===== src/rtl/axi_dma_reader_if.sv =====
// AXI3 bundle used by axi_dma_reader; the write channels carry only the
// handshake signals needed to tie them off.
interface axi_ifc;
  logic [3:0]  arid;
  logic [31:0] araddr;
  logic [3:0]  arlen;
  logic [2:0]  arsize;
  logic [1:0]  arburst;
  logic [1:0]  arlock;
  logic [3:0]  arcache;
  logic [2:0]  arprot;
  logic        arvalid;
  logic        arready;

  logic [3:0]  rid;
  logic [31:0] rdata;
  logic [1:0]  rresp;
  logic        rlast;
  logic        rvalid;
  logic        rready;

  logic        awvalid;
  logic        awready;
  logic        wvalid;
  logic        wready;
  logic        bvalid;
  logic        bready;

  modport master (
    output arid, araddr, arlen, arsize, arburst, arlock, arcache, arprot, arvalid,
    input  arready,
    input  rid, rdata, rresp, rlast, rvalid,
    output rready,
    output awvalid, wvalid, bready,
    input  awready, wready, bvalid
  );
endinterface


===== src/rtl/axi_dma_reader.sv =====
// AXI3 INCR read-burst master (1-16 words) streaming beats to a local consumer.
// Optional response/rlast checking: define AXI_DMA_READER_RESP_CHECK_EN.
module axi_dma_reader #(
  parameter int unsigned ID_VALUE = 0
) (
  input  logic        clk,
  input  logic        reset,
  axi_ifc.master      m,
  input  logic        start,
  input  logic [31:0] addr,
  input  logic [3:0]  burstlen,
  input  logic        ready,
  output logic [31:0] data,
  output logic        valid,
  output logic        busy,
  output logic        done,
  output logic        error
);

  localparam logic [1:0] IDLE  = 2'd0;
  localparam logic [1:0] RADDR = 2'd1;
  localparam logic [1:0] RDATA = 2'd2;

  logic [1:0]  state;
  logic [31:0] araddr_r;
  logic [3:0]  arlen_r;
  logic [3:0]  count;
  logic        arvalid_r;
  logic        beat;
  logic        accept_start;

  assign m.arid    = 4'(ID_VALUE);
  assign m.araddr  = araddr_r;
  assign m.arlen   = arlen_r;
  assign m.arsize  = 3'd2;
  assign m.arburst = 2'd1;
  assign m.arlock  = 2'd0;
  assign m.arcache = 4'd0;
  assign m.arprot  = 3'd0;
  assign m.arvalid = arvalid_r;

  assign m.awvalid = 1'b0;
  assign m.wvalid  = 1'b0;
  assign m.bready  = 1'b0;

  // Consumer backpressure goes straight to rready; beats pass through unregistered.
  assign m.rready = (state == RDATA) & ready;
  assign beat     = m.rvalid & m.rready;
  assign data     = m.rdata;
  assign valid    = beat;

  assign accept_start = (state == IDLE) & start;

  always_ff @(posedge clk or posedge reset) begin
    if (reset) begin
      state     <= IDLE;
      busy      <= 1'b0;
      done      <= 1'b0;
      arvalid_r <= 1'b0;
      araddr_r  <= '0;
      arlen_r   <= '0;
      count     <= '0;
    end else begin
      done <= 1'b0;
      case (state)
        IDLE: begin
          if (start) begin
            state     <= RADDR;
            busy      <= 1'b1;
            arvalid_r <= 1'b1;
            araddr_r  <= addr;
            arlen_r   <= burstlen;
            count     <= burstlen;
          end
        end
        RADDR: begin
          if (m.arready) begin
            arvalid_r <= 1'b0;
            state     <= RDATA;
          end
        end
        RDATA: begin
          // count, not rlast, decides which beat is the last one
          if (beat) begin
            if (count == 4'd0) begin
              state <= IDLE;
              busy  <= 1'b0;
              done  <= 1'b1;
            end else begin
              count <= count - 4'd1;
            end
          end
        end
        default: begin
          state     <= IDLE;
          busy      <= 1'b0;
          arvalid_r <= 1'b0;
        end
      endcase
    end
  end

`ifdef AXI_DMA_READER_RESP_CHECK_EN
  logic unused_inputs;
  assign unused_inputs = ^{m.rid, m.awready, m.wready, m.bvalid};

  always_ff @(posedge clk or posedge reset) begin
    if (reset) begin
      error <= 1'b0;
    end else if (accept_start) begin
      error <= 1'b0;
    end else if (beat && ((m.rresp != 2'b00) || (m.rlast != (count == 4'd0)))) begin
      error <= 1'b1;
    end
  end
`else
  logic unused_inputs;
  assign unused_inputs = ^{m.rid, m.rresp, m.rlast, m.awready, m.wready, m.bvalid, accept_start};
  assign error = 1'b0;
`endif

endmodule


===== src/flat_wrapper.sv =====
// flat-port wrapper written by rule: the top's interface ports become plain ports
module axi_dma_reader_flat 
#(
  parameter int unsigned ID_VALUE = 0
)
  (clk, reset, start, addr, burstlen, ready, data, valid, busy, done, error, m_arid, m_araddr, m_arlen, m_arsize, m_arburst, m_arlock, m_arcache, m_arprot, m_arvalid, m_arready, m_rid, m_rdata, m_rresp, m_rlast, m_rvalid, m_rready, m_awvalid, m_wvalid, m_bready, m_awready, m_wready, m_bvalid);
  axi_ifc m_i ();
  input  logic clk;
  input  logic reset;
  input  logic start;
  input  logic [31:0] addr;
  input  logic [3:0] burstlen;
  input  logic ready;
  output logic [31:0] data;
  output logic valid;
  output logic busy;
  output logic done;
  output logic error;
  output wire logic [$bits(m_i.arid)-1:0] m_arid;
  output wire logic [$bits(m_i.araddr)-1:0] m_araddr;
  output wire logic [$bits(m_i.arlen)-1:0] m_arlen;
  output wire logic [$bits(m_i.arsize)-1:0] m_arsize;
  output wire logic [$bits(m_i.arburst)-1:0] m_arburst;
  output wire logic [$bits(m_i.arlock)-1:0] m_arlock;
  output wire logic [$bits(m_i.arcache)-1:0] m_arcache;
  output wire logic [$bits(m_i.arprot)-1:0] m_arprot;
  output wire logic [$bits(m_i.arvalid)-1:0] m_arvalid;
  input wire logic [$bits(m_i.arready)-1:0] m_arready;
  input wire logic [$bits(m_i.rid)-1:0] m_rid;
  input wire logic [$bits(m_i.rdata)-1:0] m_rdata;
  input wire logic [$bits(m_i.rresp)-1:0] m_rresp;
  input wire logic [$bits(m_i.rlast)-1:0] m_rlast;
  input wire logic [$bits(m_i.rvalid)-1:0] m_rvalid;
  output wire logic [$bits(m_i.rready)-1:0] m_rready;
  output wire logic [$bits(m_i.awvalid)-1:0] m_awvalid;
  output wire logic [$bits(m_i.wvalid)-1:0] m_wvalid;
  output wire logic [$bits(m_i.bready)-1:0] m_bready;
  input wire logic [$bits(m_i.awready)-1:0] m_awready;
  input wire logic [$bits(m_i.wready)-1:0] m_wready;
  input wire logic [$bits(m_i.bvalid)-1:0] m_bvalid;
  assign m_arid = m_i.arid;
  assign m_araddr = m_i.araddr;
  assign m_arlen = m_i.arlen;
  assign m_arsize = m_i.arsize;
  assign m_arburst = m_i.arburst;
  assign m_arlock = m_i.arlock;
  assign m_arcache = m_i.arcache;
  assign m_arprot = m_i.arprot;
  assign m_arvalid = m_i.arvalid;
  assign m_i.arready = m_arready;
  assign m_i.rid = m_rid;
  assign m_i.rdata = m_rdata;
  assign m_i.rresp = m_rresp;
  assign m_i.rlast = m_rlast;
  assign m_i.rvalid = m_rvalid;
  assign m_rready = m_i.rready;
  assign m_awvalid = m_i.awvalid;
  assign m_wvalid = m_i.wvalid;
  assign m_bready = m_i.bready;
  assign m_i.awready = m_awready;
  assign m_i.wready = m_wready;
  assign m_i.bvalid = m_bvalid;
  axi_dma_reader #(.ID_VALUE(ID_VALUE)) u_core (.clk(clk), .reset(reset), .m(m_i), .start(start), .addr(addr), .burstlen(burstlen), .ready(ready), .data(data), .valid(valid), .busy(busy), .done(done), .error(error));
endmodule

===== config.mk =====
export PLATFORM = sky130hd
export DESIGN_NAME = axi_dma_reader_flat
export DESIGN_NICKNAME = d
export VERILOG_FILES = /design/src/rtl/axi_dma_reader_if.sv /design/src/rtl/axi_dma_reader.sv /design/src/flat_wrapper.sv
export SDC_FILE = /design/constraint.sdc
export NUM_CORES = 1
export LEC_CHECK = 0
export BUFFER_PORTS_ARGS = -buffer_cell sky130_fd_sc_hd__buf_2
export CORE_AREA = 2 2 76 78
export CTS_CLUSTER_DIAMETER = 60
export CTS_CLUSTER_SIZE = 12
export DETAILED_ROUTE_END_ITERATION = 8
export DIE_AREA = 0 0 78 80
export PLACE_DENSITY = 0.94
export SYNTH_ARGS = -nofsm -noshare
export SYNTH_HDL_FRONTEND = slang
export SYNTH_SLANG_ARGS = --single-unit

===== constraint.sdc =====
create_clock -name clk -period 3.85 [get_ports clk]
set_clock_uncertainty 0.05 [all_clocks]
set_input_delay 0.1925 -clock clk [delete_from_list [all_inputs] [get_ports clk]]
set_output_delay 0.1925 -clock clk [all_outputs]
set_load 0.1 [all_outputs]

* Word-level counts from Yosys, hierarchy flattened
Index checks and enable logic that the tools add are counted.
Storage, ports and cells: register bits 45, input port bits 84, output and inout port bits 95
Operators by class: bitwise operators 4, eq/ne operators 7, add/subtract/negate cells 1, reduce and logical (&&, ||, !) cells 8, muxes and demuxes 18
Operator list (number):
- 2-to-1 mux 4 bit | 3
- AND reduction 4 bit | 3
- != test 2 bit, second input constant | 5
- 2-to-1 mux 2 bit | 4
- case mux 4 bit (2 select lines) | 1
- 2-to-1 mux 1 bit | 7
- case mux 1 bit (3 select lines) | 2
- case mux 2 bit (3 select lines) | 1
- zero test 4 bit | 1
- subtractor 4 x 1 -> 4 bit, second input constant | 1
- AND reduction 3 bit | 1
- AND 1 bit | 2
- equality test 2 x 1 -> 1 bit, second input constant | 1
- equality test 2 bit, second input constant | 1
- zero test 2 bit | 1
- NOT 1 bit | 2
- AND reduction 2 bit | 1
- nonzero test 2 bit | 1

* Longest topological paths before layout
Gate-level depths: netlist (run 1).
word-level depth 5, gate-level depth with buffers 6, depth with buffers taken out 5

* Least setup slack after synthesis (run 1)
Ideal clock, no wire load.
kind register -> output, start point reg u_core.state[0], end point out m_rready, data required time 3607 ps, slack 1660 ps, data arrival time 1948 ps, cell stages (with the launch flop) 4, path through dfrtp_1 buf_6 nand2b_1 nor2_1
On the way: cells in the longest elaborated chain, start to end 2
Ends and longest elaborated chain:
- from (decl) | line axi_dma_reader.sv:24 | logic [1:0] state;
- from (signal assigned) | line axi_dma_reader.sv:56 | state <= IDLE;
- from (signal assigned) | line axi_dma_reader.sv:68 | state <= RADDR;
- from (signal assigned) | line axi_dma_reader.sv:79 | state <= RDATA;
- equality test 2 bit | line axi_dma_reader.sv:47 | assign m.rready = (state == RDATA) & ready;
- AND 1 bit | line axi_dma_reader.sv:47
- to (decl) | line flat_wrapper.sv:34 | output wire logic [$bits(m_i.rready)-1:0] m_rready;
No other way between the ends.

* Final worst setup path (run 1)
start point reg u_core.state[0], end point reg u_core.count[2]
On the way: cells in the longest elaborated chain, start to end 5
Ends and longest elaborated chain:
- equality test 2 bit | line axi_dma_reader.sv:47, axi_dma_reader.sv:65
- AND 1 bit | line axi_dma_reader.sv:47
- AND 1 bit | line axi_dma_reader.sv:48 | assign beat = m.rvalid & m.rready;
- != test 2 bit (no source line)
- AND reduction 4 bit (no source line)
- to (signal assigned) | line axi_dma_reader.sv:73 | count <= burstlen;
- to (signal assigned) | line axi_dma_reader.sv:90 | count <= count - 4'd1;
- to (decl) | line axi_dma_reader.sv:27 | logic [3:0] count;
Parallel ways exist; a longest one is shown, timed or not. A chain may end at the register's enable or synchronous reset.

==> results of run 1 <==
-- worst min-delay path: cells and delay by family --
family	cells	cell delay, ns
buf+inv	1	0.07
simple gates	2	0.08
-- sequential cells by signal (all words and copies together), names as in the netlist --
register	cells
u_core.count	4
u_core.busy	1
u_core.state	2
u_core.done	1
u_core.m.arvalid	1
u_core.m.araddr	32
u_core.m.arlen	4
-- Yosys cell counts, drive strengths merged, types with 2 or more instances --
master	count
or3b	2
dfrtp	45
o21ai	4
nand2b	2
buf	59
mux2i	2
clkbuf	5
inv	7
nor2	6
a21oi	4
conb	2
nand2	110
-- cell families after synthesis --
logic type | Yosys count | synth area share, %
and+or+nand+nor | 126 | 22.5
muxes | 3 | 1.38
adders and majority gates | 1 | 0.552
buffers and inverters | 71 | 21.5
DFF | 45 | 49.7
AOI/OAI and AO/OA | 14 | 4.03
other | 2 | 0.331
-- worst paths after layout --
kind | startpoint | to | cells past startpoint
max | u_core.state[0] | u_core.count[2] | 4
min | addr[16] | u_core.m.araddr[16] | 3
max reg2reg | u_core.state[0] | u_core.count[2] | 4
min reg2reg | u_core.m.araddr[23] | u_core.m.araddr[23] | 2
max in group asynchronous | reset | u_core.m.arlen[0] | 2
min in group asynchronous | reset | u_core.m.araddr[2] | 2
-- routing by layer --
metal | track usage, % | wire length (microns) | vias up
met5 | 0 | 0 | -
met2 | 26.6 | 2350 | 96
met1 | 17.8 | 1820 | 801
met3 | 3.96 | 392 | 18
li1 | - | - | 827
met4 | 7.89 | 114 | 0
-- through the flow --
step | cells | worst slack (ns)
floorplan | 282 | 1.66
global placement | 375 | 1.90
detailed placement | 375 | 1.83
CTS | 382 | 1.81
global route | 382 | 1.71
finish | 382 | 1.83
-- cells in the final DEF (no fill, tap or decap) --
master                        n
sky130_fd_sc_hd__a32o_1       1
sky130_fd_sc_hd__a2bb2oi_1    1
sky130_fd_sc_hd__conb_1      22
sky130_fd_sc_hd__a31oi_1      1
sky130_fd_sc_hd__mux2i_1      2
sky130_fd_sc_hd__nor4b_1      1
sky130_fd_sc_hd__a21oi_2      1
sky130_fd_sc_hd__nor2_1       6
sky130_fd_sc_hd__ha_1         1
sky130_fd_sc_hd__nor3b_2      1
sky130_fd_sc_hd__clkbuf_8     6
sky130_fd_sc_hd__mux2_2       1
sky130_fd_sc_hd__o22ai_1      1
sky130_fd_sc_hd__dfrtp_1     45
sky130_fd_sc_hd__nand2_1    110
sky130_fd_sc_hd__o21ai_0      4
sky130_fd_sc_hd__nand2b_1     2
sky130_fd_sc_hd__clkbuf_1     1
sky130_fd_sc_hd__or3b_1       1
sky130_fd_sc_hd__nand3_1      1
sky130_fd_sc_hd__a32oi_1      1
sky130_fd_sc_hd__nand3b_1     1
sky130_fd_sc_hd__inv_1        6
sky130_fd_sc_hd__buf_4        3
sky130_fd_sc_hd__a211oi_1     1
sky130_fd_sc_hd__inv_2        1
sky130_fd_sc_hd__nor4_1       1
sky130_fd_sc_hd__or3b_2       1
sky130_fd_sc_hd__buf_2       82
sky130_fd_sc_hd__a21oi_1      3
sky130_fd_sc_hd__nand4b_1     1
-- area by class of cell --
class	count	share of cell area [%]
sequential	45	45.2
timing repair buffer	85	17.4
multi-input combinational	166	29.4
inverter	7	1.05
clock buffer	7	3.46
tap	72	3.61
==> summary by stage, run 1 <==
Routing
After the first detailed-routing iteration, the DRC count stood at 63. The first detailed-routing pass took 6 iterations. In the routed design, unresolved DRC markers number 0. The ratio of routed vias to standard cells is 4.56. For this block, the routed nets add up to 4680 microns of wire. The detailed router placed 1742 vias in this run. The detail-routed net length per standard cell is 12.3 microns. The remaining antenna violation count after routing is 0.

Critical path
STA classifies the critical path endpoint as a register. The buffers plus inverters on the worst setup path is 1. The critical path is of the register to register type.

The setup slack of the most critical reg-to-reg path is 1.83 ns. The slowest library cell on the worst path is sky130_fd_sc_hd__or3b_1. Traced cell by cell, the critical path runs through or3b_1 > buf_4 > a32o_1 > a31oi_1. The worst path arrival time is 2.19 ns.

At the worst endpoint, the required time is 4.01 ns. The category of cells accounting for the largest share of critical-path delay is simple AND/OR/NAND/NOR gates. STA classifies the critical path startpoint as a register. The stage delay of the slowest cell on the critical path is 0.68 ns. Along the worst path, the maximum fanout reaches 23.

Clock tree
The number of instances resized during post-cts repair is 0. CTS built an H-tree with a depth of 2. The insertion delay to the later sink of the worst-skew pair is 0.29 ns. The cell at the root of the clock tree is sky130_fd_sc_hd__clkbuf_8. Post-CTS timing repair inserted 0 buffers for setup. The clock transition at the registers of the reported paths is 0.08 ns. The CTS tree is yes.

The total clock sinks is 45. Buffers inserted to repair hold after CTS numbered 0. The CTS buffer count is 5. The longest clock path from root to sink contains 2 buffers.

Placement
At the end of routability-driven placement, the weighted congestion stood at 0.686. The count of input and output buffers is 82. The cell area reported after detailed placement is 2410 sq um. The wire-length estimate of the detail-placed layout is 3420 microns.

Hold path
The class of the tightest hold or removal check is input port to register.

Finish
The repair_antennas step left the layout with diodes totalling 0. The number of nets at the end of the flow is 395. In the final layout, the multi-input gates occupy 732 sq um.

The filler cells instantiated in the layout total 540. After routing the design area is 2490 sq um. Compared with the post-synthesis result, the final layout area differs by 10.0%.

The proportion of layout cells with a drive suffix above 1 is 31.0%. Cells fill 46.1% of the core in the end. The total area of sequential cells is 1130 sq um.

Global route
The number of global-route vias before repair is 1702. The global-route wire length before repair is 7600 microns. Entering global routing, the biggest net connects 46 pins. For this run, the total global-route usage over all layers was measured as 15.4%. The initial antenna violation count is 0. The aggregate global routing overflow is 0.

Logic synthesis
Summed over all instances, the cell type with the most area after synthesis is sky130_fd_sc_hd__dfrtp_1. The area fraction of the dominant cell type after synthesis is 49.7%. Of all flip-flops after synthesis, the portion carrying an async set or reset was 100%.

The number of standard cells after synthesis is 262. The post-synthesis average cell area is 8.65 sq um. The cell area after synthesis is 2270 sq um. For this run, the leading register cell type out of synthesis is sky130_fd_sc_hd__dfrtp_1. The number of warnings issued by yosys is 0. By area the synthesized netlist is led by sky130_fd_sc_hd__dfrtp_1 50%, sky130_fd_sc_hd__nand2_1 18%, sky130_fd_sc_hd__buf_4 18%.

The portion of the post-synthesis area used by sequential elements is 49.7%. Counting flops and latches in the post-synthesis netlist gives 45. Counting flops with a built-in enable in the synthesized netlist gives 0. The number of library cell types mapped by synthesis is 30.

Job
Across the run, the number of max-cap violations was 0.

Timing
The hold violation count in the final report is 0. Hold is met by 0.0406 ns. For this run, the top clock speed supported by timing is 494 MHz.

The post-route fraction of the period consumed by the critical path is 52.5%. At the pin with the least slew margin, the transition time is 0.921 ns. The final-report max-slew violation count is 0. Subtracting the final worst setup slack from the clock period gives 2.02 ns. Setup repair after global routing left no endpoint under its margin. The accumulated negative setup slack is 0 ns. Setup violations remaining at the end of the flow were counted as 0.

In this run the tightest slew margin relative to its limit is 38.5%.

Floorplanning
The number of I/O pins is 179. The initial core utilization is 41.9%. The horizontal die dimension is 78 microns.

The die covers 6240 sq um. The floorplan has 27 rows. The placeable core region is 5410 sq um.

The die height is 80 microns.

Outcome
The run finished with clean final reports.
Power of run 1 is not shown: default switching activity piles up to over one toggle a cycle in this logic, so the estimate is an artifact.
==> run 2: changes to the inputs <==
CORE_AREA = 2 2 80 82   (was 2 2 76 78)
DIE_AREA = 0 0 82 84   (was 0 0 78 80)
PLACE_DENSITY = 0.86   (was 0.94)
clock period = 2 ns   (was 3.85 ns; I/O delays follow)
==> run 2 against run 1 <==
  * Utilization increased by 1.4 points
  * Fmax grew 4.4%
  * Design area rose by 16%
  * Wire length up 10%
  * Register-to-register slack lost 1.8 ns
  * First-iteration DRC count increased by 51%
  * Worst hold slack got worse by 0.021 ns
  * Die area grew 10%
  * Critical endpoint is now u_core.count[1]
  * Highest routed layer unchanged
==> summary by stage, run 2 (synthesis results as in run 1) <==
Hold path
The worst hold path belongs to the class input port to register. The number of cells on the worst hold path is 3. The critical hold path startpoint is burstlen[0]. For hold timing, the worst endpoint is u_core.m.arlen[0].

Clock tree
The clock tree synthesis step divided the H-tree into 2 levels. The insertion delay to the later sink of the worst-skew pair is 0.29 ns. Once the clock tree was built, the setup fixing pass inserted 0 buffers. TritonCTS built the clock tree. The clock drives 45 sinks. In this run the deepest clock path goes through 2 buffers. The cell at the root of the clock tree is sky130_fd_sc_hd__clkbuf_8. The CTS buffer count is 5. Clock-pin slew was measured on the worst setup and hold paths at 0.08 ns.

Floorplanning
The floorplan step set the die height to 84 microns. 179 I/O pins were placed. After floorplanning, the core was sized to cover 6100 sq um. The die footprint is 6890 sq um.

The initial core utilization is 37.2%. The count of standard-cell rows is 29. The die is 82 microns wide.

Finish
Leaving out filler cells and counting taps, the final layout contains 426. The count of inserted antenna diode cells is 0. The number of nets at the end of the flow is 433. Relative to the synthesized area, the layout overhead comes to 28.0%. The post-route netlist has 28.9% of its cells at a drive strength greater than 1. In the layout the commonest cells are 110 x sky130_fd_sc_hd__nand2_1, 82 x sky130_fd_sc_hd__buf_2, 45 x sky130_fd_sc_hd__dfrtp_1.

Leaving out fill and tap cells, the most frequent cell in the layout is sky130_fd_sc_hd__nand2_1. The register with the most flip-flops in the layout has 32 of them.

Routing
The first TritonRoute pass finished after 4 iterations. The DRC marker count from the first detailed-route iteration is 95. Dividing the detail-routed via count by the number of cells gives 4.43. After detailed routing, the average wire length per cell comes to 12.1 microns. After detailed routing, the number of remaining DRC violations is 0. The remaining antenna violation count after routing is 0.

The final layout contains routed wiring with a total length of 5160 microns. The final route contains 1888 vias.

Critical path
Setup slack on the worst reg-to-reg path comes out at 0.06 ns. The critical path class is register to register. For the worst setup path, the data required time is 2.13 ns. The worst register-to-register path has a depth of 5. The startpoint kind of the worst setup timing path is a register. The endpoint of the worst-slack reg-to-reg timing path is u_core.count[1].

STA classifies the critical path endpoint as a register. In this run the critical register-to-register path is launched from u_core.count[0]. The largest fanout on the critical path is 4. At the worst endpoint, the arrival time is 2.07 ns.

Global route
For this run the aggregate overflow at the end of global routing stands at 0. The initial antenna violation count was 0. The global-route wire length before repair is 8280 microns. The number of global-route vias before repair came to 1936. The largest net degree at the start of global routing is 46. The total global routing track utilization is 15.5%.

Timing
Based on the critical path, the design can be clocked at up to 516 MHz. At the pin with the least slew margin, the transition time is 0.914 ns. In the finished design, the share of the clock period the worst path needs comes to 96.9%. The hold violation count in the final report came to 0. The clock period could shrink to 1.94 ns. In this run the tightest slew margin relative to its limit is 39.0%. The final-report max-slew violation count is 0. The count of final setup violators is 0. The accumulated negative setup slack is 0 ns.

Placement
In this run the tool buffered the top-level ports with 82 buffer cells. The number of placed instances, taps included, is 382. The final RePlAce weighted congestion is 0.776. Once detailed placement completed, the half-perimeter wirelength came to 3250 microns.

Outcome
The flow ran to the end, and the final reports show no timing, DRC or antenna violations.

Job
Max-cap violations in this run came to 0.
## run 2: changes by cell type in the layout (fill, tap and decap cells not counted), sizes merged
cell and delta:
dlygate4sd3 +36, buf +2, clkinv +1
## run 2: stage by stage
step	hold slack (ns)	setup WS [ns]	util, %	instance area [sq um]
2_1_floorplan	0.145	0.0204	-	2340
3_3_place_gp	0.151	0.141	39.9	2430
3_5_place_dp	0.151	0.0980	39.9	2430
4_1_cts	0.00940	0.0625	47.5	2890
5_1_grt	0.0181	-0.00941	47.6	2900
6_report	0.0199	0.0624	47.6	2900
## run 2: worst max-delay path by stage
stage                               start              end  cells past startpoint
final                     u_core.count[0]  u_core.count[1]                      5
after global routing      u_core.count[0]  u_core.count[1]                      5
after CTS                 u_core.count[0]  u_core.count[1]                      5
after detailed placement  u_core.count[0]  u_core.count[1]                      5
after global placement    u_core.count[0]  u_core.count[1]                      5
after floorplan           u_core.state[0]  u_core.count[1]                      5
## run 2: what timing repair did
item,CTS,global route
endpoints found under the hold margin,58,0
endpoints found under the setup margin,0,1
hold buffers,36,0
resized for setup,0,1
## run 2: critical path, stage by stage, from the launching register on
cell                      delay [ns]
sky130_fd_sc_hd__dfrtp_1        0.41
sky130_fd_sc_hd__inv_1          0.09
sky130_fd_sc_hd__ha_1           0.19
sky130_fd_sc_hd__or3b_2         0.53
sky130_fd_sc_hd__a21oi_4        0.21
sky130_fd_sc_hd__mux2_2         0.35
## run 2: cell type report
cell class              instances  area [sq um]
flip-flops and latches         45          1130
fillers                       567          3200
well taps                      77          96.3
clock buffers                   7          96.3
inverters                       7          26.3
repair buffers                123           808
clock inverters                 1          5.00
multi-input cells             166           742
## run 2: metal layers
metal / vias up / GRT usage, % / wire, microns
met5: - / 0 / 0
met4: 0 / 7.42 / 151
met3: 19 / 4.44 / 392
met2: 91 / 27.5 / 2650
met1: 874 / 16.3 / 1970
li1: 904 / - / -
Power of run 2 is left out for the same reason.
